## src/rtl/edge_event_capture.sv

```systemverilog
// -----------------------------------------------------------------------------
// edge_event_capture
//
// Purpose:
//   Multi-channel edge detector.
//   - Each input level is synchronised through an optional flop chain.
//   - Edges are then detected against a one-cycle history flop.
//   - Each detected edge produces:
//       * a registered one-cycle strobe,
//       * a sticky "event seen" flag,
//       * a saturating event counter.
//   - An interrupt is raised when any sticky flag is set on an enabled channel.
//
// Parameters:
//   N_CH        number of independent channels (1..32)
//   SYNC_STAGES synchroniser depth per channel (0 = none, 0..4)
//   CNT_W       per-channel counter width (1..16)
//
// Ports:
//   i_clk     clock, rising edge active
//   i_rst_n   asynchronous active-low reset
//   i_data    [N_CH]         monitored levels
//   i_mode    [2*N_CH]       per-channel edge select {fall_en, rise_en}
//   i_clr     [N_CH]         synchronous clear of sticky flag and counter
//   i_irq_en  [N_CH]         per-channel interrupt enable
//   o_pulse   [N_CH]         one-cycle event strobe
//   o_sticky  [N_CH]         event-seen flag
//   o_count   [N_CH*CNT_W]   saturating counts, channel c at [c*CNT_W +: CNT_W]
//   o_irq                    OR of (o_sticky & i_irq_en)
// -----------------------------------------------------------------------------
module edge_event_capture #(
  parameter int N_CH        = 8,
  parameter int SYNC_STAGES = 2,
  parameter int CNT_W       = 8
) (
  input  logic                    i_clk,
  input  logic                    i_rst_n,
  input  logic [N_CH-1:0]         i_data,
  input  logic [2*N_CH-1:0]       i_mode,
  input  logic [N_CH-1:0]         i_clr,
  input  logic [N_CH-1:0]         i_irq_en,
  output logic [N_CH-1:0]         o_pulse,
  output logic [N_CH-1:0]         o_sticky,
  output logic [N_CH*CNT_W-1:0]   o_count,
  output logic                    o_irq
);

  localparam logic [CNT_W-1:0] CNT_MAX = '1;
  localparam logic [CNT_W-1:0] CNT_ONE = CNT_W'(1);

  genvar gi;
  generate
    for (gi = 0; gi < N_CH; gi++) begin : g_ch
      logic             s;
      logic             h_q;
      logic             detect;
      logic             pulse_q;
      logic             sticky_q;
      logic             sticky_d;
      logic [CNT_W-1:0] count_q;
      logic [CNT_W-1:0] count_d;

      if (SYNC_STAGES == 0) begin : g_nosync
        assign s = i_data[gi];
      end else begin : g_sync
        logic [SYNC_STAGES-1:0] sync_q;

        always_ff @(posedge i_clk or negedge i_rst_n) begin
          if (!i_rst_n) begin
            sync_q <= '0;
          end else begin
            sync_q[0] <= i_data[gi];
            for (int i = 1; i < SYNC_STAGES; i++) begin
              sync_q[i] <= sync_q[i-1];
            end
          end
        end

        assign s = sync_q[SYNC_STAGES-1];
      end

      // Mode is applied combinationally, so a change of mode immediately
      // re-evaluates whatever edge is currently sitting between s and h.
      assign detect = (s & ~h_q & i_mode[2*gi])
                    | (~s & h_q & i_mode[2*gi+1]);

      // A clear that coincides with a detect restarts from one event,
      // so that event is not lost.
      always_comb begin
        sticky_d = sticky_q;
        count_d  = count_q;
        if (i_clr[gi]) begin
          sticky_d = detect;
          count_d  = detect ? CNT_ONE : '0;
        end else if (detect) begin
          sticky_d = 1'b1;
          if (count_q != CNT_MAX) begin
            count_d = count_q + CNT_ONE;
          end
        end
      end

      always_ff @(posedge i_clk or negedge i_rst_n) begin
        if (!i_rst_n) begin
          h_q      <= 1'b0;
          pulse_q  <= 1'b0;
          sticky_q <= 1'b0;
          count_q  <= '0;
        end else begin
          h_q      <= s;
          pulse_q  <= detect;
          sticky_q <= sticky_d;
          count_q  <= count_d;
        end
      end

      assign o_pulse[gi]                 = pulse_q;
      assign o_sticky[gi]                = sticky_q;
      assign o_count[gi*CNT_W +: CNT_W]  = count_q;
    end
  endgenerate

  assign o_irq = |(o_sticky & i_irq_en);

endmodule
```

## config.mk

```make
export PLATFORM = sky130hd
export DESIGN_NAME = edge_event_capture
export DESIGN_NICKNAME = d
export VERILOG_FILES = /design/src/rtl/edge_event_capture.sv
export SDC_FILE = /design/constraint.sdc
export NUM_CORES = 1
export LEC_CHECK = 0
export ABC_AREA = 1
export ABC_CLOCK_PERIOD_IN_PS = 3700
export CAP_MARGIN = 20
export CORE_MARGIN = 2
export CORE_UTILIZATION = 56
export CTS_BUF_LIST = sky130_fd_sc_hd__clkbuf_8
export DETAILED_ROUTE_END_ITERATION = 12
export PLACE_DENSITY = 0.88
export SKIP_LAST_GASP = 1
export SLEW_MARGIN = 20
export SYNTH_ARGS = -nofsm -noshare
export SYNTH_HDL_FRONTEND = slang
export SYNTH_SLANG_ARGS = --single-unit
export TNS_END_PERCENT = 100
```

## constraint.sdc

```tcl
create_clock -name i_clk -period 3.7 [get_ports i_clk]
set_clock_uncertainty 0.15 [all_clocks]
set_input_delay 0.74 -clock i_clk [delete_from_list [all_inputs] [get_ports i_clk]]
set_output_delay 0.74 -clock i_clk [all_outputs]
set_load 0.005 [all_outputs]
```

# Word-level counts from Yosys, hierarchy flattened
# Index checks and enable logic that the tools add are counted.
[totals]
register_bits = 104
input_bits = 42
output_inout_bits = 81
word_cells = 186
[classes]
addsub = 8
n_eq_ne = 8
n_mux = 48
bitwise_logic = 57
n_reduce_logical = 25
[op_table]
columns = ["operator", "count"]
rows = [
  ["$mux W8", 24],
  ["$add A8 B1 Y8 const B", 8],
  ["$ne A8 B8 Y1 const B", 8],
  ["$and A1 B1 Y1", 32],
  ["$reduce_bool A2 Y1", 16],
  ["$mux W1", 24],
  ["$not A1 Y1", 16],
  ["$reduce_and A2 Y1", 8],
  ["$and A8 B8 Y8", 1],
  ["$or A1 B1 Y1", 8],
  ["$reduce_or A8 Y1", 1],
]

# Longest topological paths before layout
# Gate-level depths: netlist of the first run.
[depth]
depth_word = 6
mapped_depth = 9

# Worst setup path after synthesis of the first run
# No wires, ideal clock.
[synth_path]
kind = "input -> output"
startpoint = "input i_irq_en[1]"
endpoint = "output o_irq"
arrival_ns = 1.104
setup_slack_ns = 1.706
stages = 4
path_cell_list = "nand2_1 -> nand2_1 -> a221oi_1 -> nand2_1"
[synth_via]
elab_chain_len = 2
[synth_rtl]
columns = ["element", "line", "source"]
rows = [
  ["from (decl)", "41", "input logic [N_CH-1:0] i_irq_en,"],
  ["$and A8 B8 Y8", "123", "assign o_irq = |(o_sticky & i_irq_en);"],
  ["$reduce_or A8 Y1", "123", ""],
  ["to (decl)", "45", "output logic o_irq"],
]
# Every way passes these cells.

# Final worst setup path of the first run
[layout_path]
startpoint = "input i_irq_en[0]"
endpoint = "output o_irq"
# The elaborated chain is that of the path after synthesis.

==> impl_metrics.ini, run 1 <==
[synth]
syn_area_um2 = 5238
syn_avg_cell_area_um2 = 7.806
ys_seq_area_frac = 0.4969
synth_enable_flop_cells = 0
ys_async_sr_fraction = 1.000
postSynthCellCount = 671
yosysTopAreaCell = dfrtp_1
ys_ff_latch = 104
yosysTopAreaCellShare = 0.4969
ys.flop_type = dfrtp_1
synth.top_cells.by_count = nand2_1, dfrtp_1, inv_1, nand3_1, nor2_1
synth_cell_type_count = 28
synth_area_leaders = dfrtp_1, nand2_1, nand3_1
synth.most_common_cell = nand2_1
yosys_warnings = 0
syn_nets = 721

[clocking]
cts_setup_buffers = 0
cts_resized = 0
cts-htree-levels = 3
clock_latency_ps = 350
numCtsBuffers = 9
clk_path_buf_depth = 2
clock_sinks = 104
ctsHoldBuffers = 0
cts-root-buf = clkbuf_8
cts_tree = yes
path_clk_slew_ps = 100

[place]
portBuffers = 122
dp.cells = 889
post-dp-hpwl_mm = 9.130
dpl_cell_area_um2 = 6485
place.gp.congestion = 0.9305

[power]
vdd_drop_max_v = 0.0002467
p_leak_nw = 3.281
pwr_density_cell_nw_per_um2 = 321.8

[setup_path]
worstPathRequired_ps = 2810
end_kind = primary output
critPathKind = input pin to primary output
rr_startpoint = g_ch[7].count_q[0]
cp_max_fo = 1
start_kind = input pin
arrival_ps = 2120
startpoint = i_irq_en[0]

[floorplanning]
core_um2 = 9153
dieWidth_um = 100.7
start_util = 0.5722
die_area_um2 = 10140
io-pin-count = 123
die_h_um = 100.7
rows = 35

[global_routing]
grt_max_degree = 55
track_usage = 0.2441
grt_pass1_vias = 4589
grt_pass1_wl_mm = 20.14
gr-total-overflow = 0
grt_antenna_before_repair = 0

[cells_and_area]
synthToLayoutAreaGrowth_pct = 26.90
stdcell_count = 904
finish.instance_area_um2 = 6646
fin_nets = 839
drive_above_1_share = 0.04540
diodes = 0

[drt]
ant_nets = 0
route.detailed.drc = 0
drt-total-wl_mm = 12.00
avgViaCountPerCell = 5.251
vias = 4747
wire_per_inst_um = 13.27
drtIter0Drc = 195
drtPass1Iterations = 5

[timing]
post-route-min-period_ps = 3007
max_slew_margin = 0.5480
finalSetupViolCount = 0
hold_viol = 0
timing.final.crit_share = 0.8126
max_freq_mhz = 332.6
rsz0062_at_grt = no
slew_viol_final = 0
tightest_slew_ps = 678.0
tns_ps = 0

[outcome]
status = finished clean

[hold_path]
min_from = g_ch[7].g_sync.sync_q[0]
min_path_type = flop to flop

[job]
drv_cap = 0
==> registers in the layout, indices dropped and copies added (netlist names) <==
signal / cells
g_ch.count_q: 64
g_ch.g_sync.sync_q: 16
g_ch.h_q: 8
g_ch.pulse_q: 8
g_ch.sticky_q: 8
==> stage by stage <==
step           hold WS (ps)  power (mW)    util  setup slack, ps
6_report              201.5       2.139  0.7262            693.2
5_1_grt               212.6       2.244  0.7262            580.9
3_5_place_dp          185.5       1.546  0.7085            632.2
4_1_cts               207.6       2.166  0.7262            632.9
3_3_place_gp          182.9       1.533  0.7085            632.1
2_1_floorplan         181.2       1.374       -             1706
==> logic make-up after synthesis <==
kind of cell,synth area share
compound gates,0.07238
xor+xnor,0.01672
fa+ha+maj,0.01911
buf+inv,0.08982
flops,0.4969
simple gates,0.3051
==> area by class of cell <==
type,instances,area (µm²)
sequential,104,2603
fill,678,2506
multi-input combinational,458,2165
timing repair buffer,124,1234
inverter,92,345.3
tap,111,138.9
clock buffer,9,123.9
clock inverter,6,37.54
==> worst paths after layout <==
path | cells after the start | slack (ps) | to
min in group asynchronous | 1 | 260 | g_ch[6].count_q[3]
worst max-delay path | 6 | 690 | o_irq
max in group asynchronous | 2 | 2310 | g_ch[5].sticky_q
worst max register to register | 8 | 1930 | g_ch[7].count_q[6]
worst min register to register | 0 | 200 | g_ch[7].g_sync.sync_q[1]
worst min-delay path | 0 | 200 | g_ch[7].g_sync.sync_q[1]
==> cell usage in the layout (no fill, tap or decap), types with 2 or more instances in the layout <==
master and instances:
nand2_1 209, inv_6 2, a21o_1 2, nor2_2 2, dfrtp_1 104, ha_1 8
o211ai_1 5, a221oi_1 2, o21ai_2 5, inv_2 4, nor3b_1 2, clkbuf_8 9
nor3_1 3, clkdlybuf4s50_1 121, inv_1 90, xor2_1 10, nand4_1 4, nand3b_1 2
buf_4 3, o21ai_1 2, o21ai_0 37, o21bai_1 6, nor2_1 61, nand2_2 5
a21oi_1 5, nand3_1 84
==> layer usage <==
metal / routed length, µm / track usage / part of all wire
met1: 5093 / 0.3064 / 0.42
met2: 6054 / 0.4169 / 0.50
met3: 699 / 0.06311 / 0.058
met4: 153 / 0.07060 / 0.013
met5: 0 / 0 / 0
==> worst max-delay path: stages <==
cell and delay [ps]:
clkdlybuf4s50_1 400, nand2_1 60, nand2_1 80, a221oi_1 290
nand2_1 90, clkdlybuf4s50_1 460
==> where the power goes <==
part / switching (mW) / total [mW] / internal, mW
clock network: 0.375 / 0.616 / 0.241
registers: 0.0467 / 1.23 / 1.19
logic: 0.142 / 0.289 / 0.147
Note: power is estimated with default switching activity, not from simulation.
==> inputs of run 2 (changes only) <==
--- a/config.mk
+++ b/config.mk
@@ -6,13 +6,13 @@
 export NUM_CORES = 1
 export LEC_CHECK = 0
 export ABC_AREA = 1
-export ABC_CLOCK_PERIOD_IN_PS = 3700
+export ABC_CLOCK_PERIOD_IN_PS = 2900
 export CAP_MARGIN = 20
 export CORE_MARGIN = 2
-export CORE_UTILIZATION = 56
+export CORE_UTILIZATION = 52
 export CTS_BUF_LIST = sky130_fd_sc_hd__clkbuf_8
 export DETAILED_ROUTE_END_ITERATION = 12
-export PLACE_DENSITY = 0.88
+export PLACE_DENSITY = 0.83
 export SKIP_LAST_GASP = 1
 export SLEW_MARGIN = 20
 export SYNTH_ARGS = -nofsm -noshare
==> constraint.sdc (replaced) <==
create_clock -name i_clk -period 2.9 [get_ports i_clk]
set_clock_uncertainty 0.15 [all_clocks]
set_input_delay 0.58 -clock i_clk [delete_from_list [all_inputs] [get_ports i_clk]]
set_output_delay 0.58 -clock i_clk [all_outputs]
set_load 0.005 [all_outputs]
==> impl_metrics.ini, run 2 (synthesis results as in run 1) <==
[outcome]
status = finished clean

[global_routing]
grt_pass1_wl_mm = 21.38
grt_antenna_before_repair = 0
track_usage = 0.2371
grt_pass1_vias = 4735
grt_max_degree = 51
gr-total-overflow = 0

[setup_path]
cp_num_buf_inv = 2
worstPathRequired_ps = 2170
cp_max_fo = 1
reg2reg_slack_ps = 1160
rr_endpoint = g_ch[0].count_q[6]
startpoint = i_irq_en[0]
reg2reg_depth = 8
crit_cells = 6
end_kind = primary output
crit_slowest_cell = clkdlybuf4s50_1
crit_top_cell = nand2_1
critPathTopFamily = buffers and inverters
rr_startpoint = g_ch[0].count_q[0]
crit_chain = clkdlybuf4s50_1, nand2_1, nand2_1, a221oi_1, nand2_1, clkdlybuf4s50_1
arrival_ps = 2010
endpoint = o_irq
critPathKind = input pin to primary output
start_kind = input pin
cpPeakStageDelay_ps = 460

[timing]
tightest_slew_ps = 382.8
hold_viol = 0
finalSetupViolCount = 0
rsz0062_at_grt = no
tns_ps = 0
max_freq_mhz = 364.5
timing.final.crit_share = 0.9460
slew_viol_final = 0
max_slew_margin = 0.7439
post-route-min-period_ps = 2743

[floorplanning]
start_util = 0.5358
rows = 36
die_area_um2 = 10890
core_um2 = 9774
io-pin-count = 123
dieWidth_um = 104.4
die_h_um = 104.4

[clocking]
clk_path_buf_depth = 2
cts_setup_buffers = 0
cts-htree-levels = 3
clock_latency_ps = 360
cts-root-buf = clkbuf_8
cts_tree = yes
numCtsBuffers = 9
path_clk_slew_ps = 100
clock_sinks = 104

[power]
vdd_drop_max_v = 0.0002560
pwr_density_cell_nw_per_um2 = 425.5
p_leak_nw = 3.298
p_total_mw = 2.868

[cells_and_area]
final_common_cell = nand2_1
diodes = 0
largest_reg_flops = 64
drive_above_1_share = 0.04906
final-seq-area_um2 = 2603
stdcell_count = 928
fin_nets = 840
largest-register = g_ch.count_q
synthToLayoutAreaGrowth_pct = 28.67
fill_cells = 800
finish.instance_area_um2 = 6739
reg_top3 = g_ch.count_q x64, g_ch.g_sync.sync_q x16
final_cell_mix = nand2_1, clkdlybuf4s50_1, dfrtp_1
multi_input_area_um2 = 2165

[drt]
route.detailed.drc = 0
drt-total-wl_mm = 12.20
wire_per_inst_um = 13.14
drtIter0Drc = 234
avgViaCountPerCell = 5.138
vias = 4768
drtPass1Iterations = 5
ant_nets = 0

[place]
dpl_cell_area_um2 = 6525
portBuffers = 122
place.gp.congestion = 0.9529
post-dp-hpwl_mm = 9.381
dp.cells = 911

[job]
drv_cap = 0

[hold_path]
min_path_type = flop to flop
run 2: power by group:
part / leakage, nW / switching (mW) / internal [mW]
clock: 0.0964 / 0.512 / 0.408
combinational: 1.84 / 0.184 / 0.190
sequential: 1.36 / 0.0596 / 1.51
total: 3.30 / 0.755 / 2.11
run 2: cell type report:
type | count | area share
well taps | 133 | 0.02469
multi-input cells | 458 | 0.3212
flip-flops and latches | 104 | 0.3862
clock buffers | 9 | 0.01838
repair buffers | 125 | 0.1864
clock inverters | 7 | 0.01188
inverters | 92 | 0.05124
run 2: worst min-delay path by stage:
stage / start / endpoint / slack, ps / cells past startpoint
floorplan: i_rst_n / g_ch[0].count_q[0] / 130 / 0
global placement: g_ch[2].g_sync.sync_q[0] / g_ch[2].g_sync.sync_q[1] / 180 / 0
global route: g_ch[5].g_sync.sync_q[0] / g_ch[5].g_sync.sync_q[1] / 210 / 0
detailed placement: g_ch[5].g_sync.sync_q[0] / g_ch[5].g_sync.sync_q[1] / 180 / 0
CTS: g_ch[5].g_sync.sync_q[0] / g_ch[5].g_sync.sync_q[1] / 210 / 0
finish: g_ch[5].g_sync.sync_q[0] / g_ch[5].g_sync.sync_q[1] / 210 / 0
run 2: worst register-to-register path, cell delays in order (launching register included):
cell and delay, ps:
dfrtp_1 440, ha_1 240, nand2_1 120, nor2_1 70, nand2_1 80, nand2_2 70, nor2_1 320, nand3_1 120
nand2_1 80
run 2: metal layers:
metal  GRT usage  part of all wire  up-vias
li1            -                 -     2355
met1      0.2945              0.43     2267
met2      0.4080              0.51      128
met3     0.05013             0.048       18
met4     0.08494             0.017        0
met5           0                 0        -
run 2: per-stage QoR:
stage               hold WS, ps    util  setup WS [ps]
floorplan                 134.4       -           1226
global placement          181.4  0.6676          127.6
detailed placement        184.7  0.6676          117.6
CTS                       206.7  0.6895          121.0
global route              210.2  0.6895          48.10
finish                    206.6  0.6895          156.7
run 2: what timing repair did:
action / 4_1_cts / 5_1_grt
gates resized for setup: 0 / 0
hold buffers: 1 / 0
hold endpoints to repair: 25 / 0
setup endpoints to repair: 0 / 0
==> inputs of run 3 (changes only) <==
--- a/config.mk
+++ b/config.mk
@@ -6,7 +6,7 @@
 export NUM_CORES = 1
 export LEC_CHECK = 0
 export ABC_AREA = 1
-export ABC_CLOCK_PERIOD_IN_PS = 2900
+export ABC_CLOCK_PERIOD_IN_PS = 2600
 export CAP_MARGIN = 20
 export CORE_MARGIN = 2
 export CORE_UTILIZATION = 52
==> constraint.sdc (replaced) <==
create_clock -name i_clk -period 2.6 [get_ports i_clk]
set_clock_uncertainty 0.15 [all_clocks]
set_input_delay 0.52 -clock i_clk [delete_from_list [all_inputs] [get_ports i_clk]]
set_output_delay 0.52 -clock i_clk [all_outputs]
set_load 0.005 [all_outputs]
==> impl_metrics.ini, run 3 (synthesis results as in run 1) <==
[outcome]
status = finished clean

[drt]
route.detailed.drc = 0
ant_nets = 0
drt-total-wl_mm = 12.32
avgViaCountPerCell = 5.101
wire_per_inst_um = 13.28
drtIter0Drc = 262
vias = 4734
drtPass1Iterations = 5

[setup_path]
start_kind = input pin
worstPathRequired_ps = 1930
rr_startpoint = g_ch[0].count_q[0]
reg2reg_slack_ps = 820
critPathKind = input pin to primary output
crit_top_cell = nand2_1
startpoint = i_irq_en[0]
cp_max_fo = 1
end_kind = primary output
crit_slowest_cell = clkdlybuf4s50_1
cp_num_buf_inv = 3
rr_endpoint = g_ch[0].count_q[6]
endpoint = o_irq
critPathTopFamily = buffers and inverters
crit_chain = clkdlybuf4s50_1, nand2_1, nand2_1, a221oi_2, buf_4, nand2_1, dlymetal6s2s_1
reg2reg_depth = 8
arrival_ps = 1610
crit_cells = 7
cpPeakStageDelay_ps = 400

[clocking]
numCtsBuffers = 9
clock_latency_ps = 360
cts-htree-levels = 3
clk_path_buf_depth = 2
cts_tree = yes
clock_sinks = 104
path_clk_slew_ps = 100
cts-root-buf = clkbuf_8
cts_setup_buffers = 0

[cells_and_area]
largest_reg_flops = 64
fill_cells = 802
fin_nets = 841
drive_above_1_share = 0.05031
diodes = 0
final_common_cell = nand2_1
final-seq-area_um2 = 2603
reg_top3 = g_ch.count_q x64, g_ch.g_sync.sync_q x16
multi_input_area_um2 = 2171
largest-register = g_ch.count_q
synthToLayoutAreaGrowth_pct = 29.53
final_cell_mix = nand2_1, clkdlybuf4s50_1, dfrtp_1

[hold_path]
min_from = g_ch[2].g_sync.sync_q[0]
min_path_type = flop to flop

[power]
power_frac_comb = 0.126
netSwitchingFraction = 0.2369
p_switching_uw = 787.6
pwr-share-clk = 0.345
vdd_drop_max_v = 0.0003132
seqPwrFrac = 0.528
p_leak_nw = 3.331
pwr_density_cell_nw_per_um2 = 490.0
internal_power_mw = 2.536

[job]
drv_cap = 0

[timing]
hold_viol = 0
whs_ps = 191.7
finalSetupViolCount = 0
tightest_slew_ps = 421.9
timing.final.crit_share = 0.8752
tns_ps = 0
max_slew_margin = 0.7187
slew_viol_final = 0
rsz0062_at_grt = no
max_freq_mhz = 439.5
post-route-min-period_ps = 2276

[floorplanning]
core_um2 = 9774
die_h_um = 104.4
die_area_um2 = 10890
dieWidth_um = 104.4
io-pin-count = 123
rows = 36
start_util = 0.5358

[global_routing]
grt_max_degree = 55
gr-total-overflow = 0
track_usage = 0.2334
grt_pass1_wl_mm = 21.11
grt_antenna_before_repair = 0
grt_pass1_vias = 4644

[place]
portBuffers = 122
place.gp.congestion = 0.9334
post-dp-hpwl_mm = 9.501
[run 3: worst min-delay path by stage]
stage               depth (start not counted)  slack [ps]                        to
finish                                      0         190  g_ch[2].g_sync.sync_q[1]
global placement                            0         180  g_ch[1].g_sync.sync_q[1]
detailed placement                          0         180  g_ch[0].g_sync.sync_q[1]
global route                                0         210  g_ch[2].g_sync.sync_q[1]
floorplan                                   0          70        g_ch[0].count_q[0]
CTS                                         0         200  g_ch[2].g_sync.sync_q[1]
[run 3: final cells by class]
cell class | count | area share
well taps | 133 | 0.02453
flip-flops and latches | 104 | 0.3836
clock inverters | 6 | 0.01605
repair buffers | 126 | 0.1866
inverters | 92 | 0.05090
clock buffers | 9 | 0.01826
multi-input cells | 458 | 0.3200
[run 3: metal layers]
layer	wire length, µm	GRT usage
met1	5181	0.2862
met2	6215	0.4043
met3	641	0.05201
met4	282	0.08301
met5	0	0
[run 3: repair_timing]
item | 4_1_cts | 5_1_grt
hold buffers | 1 | 0
pin swaps | 0 | 0
gates resized for setup | 1 | 1
endpoints found under the hold margin | 31 | 0
endpoints found under the setup margin | 1 | 1
[run 3: metrics by stage]
stage | util | std cells | total power [mW] | area, µm² | worst slack (ps)
floorplan | - | 671 | 1.956 | 5238 | 1046
global placement | 0.6683 | 912 | 2.192 | 6533 | -34.03
detailed placement | 0.6683 | 912 | 2.208 | 6533 | -46.95
CTS | 0.6938 | 928 | 3.368 | 6782 | 8.778
global route | 0.6941 | 928 | 3.501 | 6784 | 213.0
finish | 0.6941 | 928 | 3.324 | 6784 | 324.5
[run 3: power by group through the flow]
stage               combinational, mW  sequential (mW)  clock [mW]
detailed placement              0.421             1.79           0
global route                    0.467             1.77        1.26
CTS                             0.426             1.76        1.19
floorplan                       0.184             1.77           0
finish                          0.420             1.76        1.15
global placement                0.410             1.78           0
